<file path="src/rtl/button_debounce.sv">
// Button/switch debouncer: multi-flop synchronizer, then a four-state qualification FSM.
// Emits a registered clean level, one-cycle rise/fall/enable strobes and a wrapping accepted-edge count.
module button_debounce #(
  parameter int SYNC_STAGES  = 2,
  parameter int STABLE_COUNT = 4,
  parameter int COUNT_W      = 8
) (
  input  logic               clk,
  input  logic               reset,
  input  logic               raw_in,
  output logic               data_out,
  output logic               enable,
  output logic               rise,
  output logic               fall,
  output logic [COUNT_W-1:0] edge_count
);

  localparam int CNT_W = (STABLE_COUNT > 1) ? $clog2(STABLE_COUNT) : 1;
  localparam logic [CNT_W-1:0] CNT_LAST = CNT_W'(STABLE_COUNT - 1);

  typedef enum logic [1:0] {
    ST_LOW,
    ST_PEND_HI,
    ST_HIGH,
    ST_PEND_LO
  } state_t;

  logic [SYNC_STAGES-1:0] sync_q, sync_d;
  state_t                 state_q, state_d;
  logic [CNT_W-1:0]       cnt_q, cnt_d;
  logic                   data_out_q, data_out_d;
  logic                   rise_q, rise_d;
  logic                   fall_q, fall_d;
  logic                   enable_q, enable_d;
  logic [COUNT_W-1:0]     edge_count_q, edge_count_d;
  logic                   s;

  assign sync_d = {sync_q[SYNC_STAGES-2:0], raw_in};
  assign s      = sync_q[SYNC_STAGES-1];

  always_comb begin
    state_d      = state_q;
    cnt_d        = cnt_q;
    data_out_d   = data_out_q;
    rise_d       = 1'b0;
    fall_d       = 1'b0;
    edge_count_d = edge_count_q;
    case (state_q)
      ST_LOW: begin
        if (s) begin
          state_d = ST_PEND_HI;
          cnt_d   = '0;
        end
      end
      ST_PEND_HI: begin
        if (!s) begin
          state_d = ST_LOW;
          cnt_d   = '0;
        end else if (cnt_q == CNT_LAST) begin
          state_d      = ST_HIGH;
          cnt_d        = '0;
          data_out_d   = 1'b1;
          rise_d       = 1'b1;
          edge_count_d = edge_count_q + COUNT_W'(1);
        end else begin
          cnt_d = cnt_q + CNT_W'(1);
        end
      end
      ST_HIGH: begin
        if (!s) begin
          state_d = ST_PEND_LO;
          cnt_d   = '0;
        end
      end
      ST_PEND_LO: begin
        if (s) begin
          state_d = ST_HIGH;
          cnt_d   = '0;
        end else if (cnt_q == CNT_LAST) begin
          state_d      = ST_LOW;
          cnt_d        = '0;
          data_out_d   = 1'b0;
          fall_d       = 1'b1;
          edge_count_d = edge_count_q + COUNT_W'(1);
        end else begin
          cnt_d = cnt_q + CNT_W'(1);
        end
      end
      default: begin
        state_d = ST_LOW;
        cnt_d   = '0;
      end
    endcase
    enable_d = rise_d | fall_d;
  end

  // Register stage: reset wins over a qualification completing on the same edge
  always_ff @(posedge clk) begin
    if (reset) begin
      sync_q       <= '0;
      state_q      <= ST_LOW;
      cnt_q        <= '0;
      data_out_q   <= 1'b0;
      rise_q       <= 1'b0;
      fall_q       <= 1'b0;
      enable_q     <= 1'b0;
      edge_count_q <= '0;
    end else begin
      sync_q       <= sync_d;
      state_q      <= state_d;
      cnt_q        <= cnt_d;
      data_out_q   <= data_out_d;
      rise_q       <= rise_d;
      fall_q       <= fall_d;
      enable_q     <= enable_d;
      edge_count_q <= edge_count_d;
    end
  end

  assign data_out   = data_out_q;
  assign enable     = enable_q;
  assign rise       = rise_q;
  assign fall       = fall_q;
  assign edge_count = edge_count_q;

endmodule

</file>
<file path="config.mk">
export PLATFORM = sky130hd
export DESIGN_NAME = button_debounce
export DESIGN_NICKNAME = d
export VERILOG_FILES = /design/src/rtl/button_debounce.sv
export SDC_FILE = /design/constraint.sdc
export NUM_CORES = 1
export LEC_CHECK = 0
export CORE_MARGIN = 3
export CORE_UTILIZATION = 36
export DETAILED_ROUTE_END_ITERATION = 10
export GPL_ROUTABILITY_DRIVEN = 0
export SYNTH_ARGS = -nofsm -noshare
export SYNTH_HDL_FRONTEND = slang
export SYNTH_SLANG_ARGS = --single-unit
export TNS_END_PERCENT = 1
</file>
<file path="constraint.sdc">
create_clock -name clk -period 1.63 [get_ports clk]
set_input_delay 0.326 -clock clk [delete_from_list [all_inputs] [get_ports clk]]
set_output_delay 0.326 -clock clk [all_outputs]
set_load 0.02 [all_outputs]
</file>
==> impl_metrics.yaml <==
outcome:
  outcome: "complete, no violations"
timing:
  finalWorstSetupSlack_ns: 0.0470
  layout_min_cycle_time_ns: 1.58
  rsz0062_at_grt: "yes"
  worst_slew_pin_slew_ns: 0.348
  fin_tns_setup_ns: 0
  max_slew_margin_pct: 76.7
  fmax_mhz: 632
  setup_violations: 0
  post-route-period-util_pct: 97.1
  fin_worst_skew_ns: 0.00860
  report.final.slew_viol_count: 0
  finalHoldViolCount: 0
yosys:
  synth_ff_type: "dfxtp_1"
  syn_area_um2: 763
  synth.area.top_cells: "dfxtp_1 (47%), a21oi_1 (6.6%), ha_1 (4.9%)"
  synth_top_cell_by_area: "dfxtp_1"
  syn-num-nets: 87
  synth_edf_count: 0
  synthCells: 81
  yosysWarnings: 0
  async_flop_share_pct: 0
  synth_cell_types: 27
  ys_seq_area_share_pct: 47.2
  synth_top_area_share_pct: 47.2
  synth_seq_cells: 18
  yosysMostFrequentCell: "dfxtp_1"
  synthTopCellsByCount: "dfxtp_1 (18), a21oi_1 (10)"
  syn_area_per_cell_um2: 9.42
finish:
  fin_nets: 105
  antennaDiodeCount: 0
  register_area_um2: 362
  multi_input_area_um2: 370
  layout-drive-gt1-share_pct: 16.3
  nFillCells: 188
  area_delta_synth_final_pct: 30.0
  finalNonFillerCells: 125
cts:
  cts.reportedPaths.clkPinSlew_ns: 0.11
  htree_levels: 1
  post_cts_buffers: 0
  cts_sinks: 18
  clk_latency_ns: 0.29
  cts_root_buf: "clkbuf_4"
  ctsHoldBuffers: 0
  clockBufferDepth: 2
  cts_tree: "built"
  cts_made_buffers: 3
detailed_routing:
  dr.pass1.iters: 4
  drc: 0
  drt-total-wl_um: 1460
  wire_per_inst_um: 11.7
  first_iter_violations: 4
  num_vias: 646
  viasPerCell: 5.17
  ant_nets: 0
power_and_ir_drop:
  sequentialPowerShare_pct: 59.5
  combinationalPowerShare_pct: 4.1
  power.share.clock_pct: 36.4
  vdd_drop_max_uv: 439
  p_switching_mw: 0.154
  swShare_pct: 20.6
  power.density_nw_per_um2: 754
  p_int_mw: 0.594
  power.leakage_nw: 0.408
floorplan:
  die_x_um: 52.0
  core_region_area_um2: 1980
  num_rows: 16
  num_io_pins: 15
  die_area_um2: 2710
  die_h_um: 52.0
  initial_core_util_pct: 38.5
worst_setup_path:
  crit_path_end_kind: "register"
  cp_max_fo: 4
  critical_path_class: "register to register"
  worstSetupStartpointType: "register"
  worstPathArrival_ns: 1.78
  cp_data_required_time_ns: 1.82
placement:
  dp_hpwl_um: 1070
  dp_cells: 121
  portBuffers: 14
  dpl_worst_slack_ns: 0.0688
flow_run:
  maxCapViolCount: 0
grt:
  grt_pass1_vias: 605
  grt_pass1_wl_um: 2640
  gr-total-overflow: 0
  gr-usage-all-layers_pct: 13.3
  grt_max_degree: 21
  antenna_found_initial: 0
worst_hold_path:
  min_path_type: "register to register"
## registers in the layout (all words and copies together) (netlist names), named ones only
name / flops
enable: 1
cnt_q: 2
rise: 1
data_out: 1
fall: 1
state_q: 1
edge_count: 8
sync_q: 2
## worst paths after layout
path / from / slack, ns / to / cells after the start
worst max-delay path: cnt_q[1] / 0.05 / edge_count[7] / 4
worst max register to register: cnt_q[1] / 0.05 / edge_count[7] / 4
worst min register to register: sync_q[0] / 0.45 / sync_q[1] / 1
worst min-delay path: sync_q[0] / 0.45 / sync_q[1] / 1
## worst max-delay path: stages, from the launching register on
cell	delay (ns)
dfxtp_1	0.38
ha_1	0.23
nand4_1	0.20
nor4_1	0.33
mux2_2	0.36
## cell families after synthesis
group	synth area share [%]
simple gates	25.9
compound gates	13.3
flops	47.2
buf+inv	4.59
fa+ha+maj	4.92
mux	2.95
xor+xnor	1.15
## per-stage QoR
stage	total power [mW]	area (um^2)	hold WS, ns	util (%)
final	0.748	992	0.454	50.1
after global routing	0.788	992	0.490	50.1
after CTS	0.761	983	0.455	49.6
after detailed placement	0.486	956	0.436	48.2
after global placement	0.486	956	0.419	48.2
after floorplan	0.472	763	0.414	-
## power by group through the flow
stage | Clock [mW] | Sequential, mW | Combinational (mW)
2_1_floorplan | 0 | 0.454 | 0.0178
3_3_place_gp | 0 | 0.455 | 0.0307
3_5_place_dp | 0 | 0.455 | 0.0309
4_1_cts | 0.285 | 0.445 | 0.0310
5_1_grt | 0.308 | 0.446 | 0.0338
6_report | 0.272 | 0.445 | 0.0305
## cells in the final DEF, fill, tap and decap left out, drive strengths merged
master and count:
xnor2 1, a31oi 1, nor2b 4, nand4 1
inv 1, nand3 4, nor3b 1, o21ai 3
or3b 2, nor4b 2, nor3 2, o31ai 4
nor2 2, clkbuf 4, nand2 4, or3 1
or4 4, dlymetal6s2s 2, buf 5, dlygate4sd2 7
ha 3, a21oi 10, nor4 1, mux2 2
dfxtp 18, or2 1, nand3b 3, clkdlybuf4s50 5
## metal layers
| metal | share of wire (%) | vias to the layer above | global-route usage [%] |
|---|---|---|---|
| met2 | 45 | 11 | 19.7 |
| met3 | 3.3 | 2 | 3.44 |
| met1 | 51 | 302 | 17.1 |
| met4 | 1.2 | 0 | 7.86 |
| met5 | 0 | - | 0 |
| li1 | - | 331 | - |
## area by class of cell
cell class                      count  area share (%)
Multi-Input combinational cell     56            37.3
Sequential cell                    18            36.4
Timing Repair Buffer               19            18.8
Tap cell                           27            3.40
Inverter                            1           0.378
Clock buffer                        4            3.66
## repair_timing
item / 4_1_cts / 5_1_grt
endpoints found under the setup margin: 7 / 6
pin swaps: 0 / 1
resized for setup: 7 / 4
No activity file was read; power rests on OpenSTA's default activity.
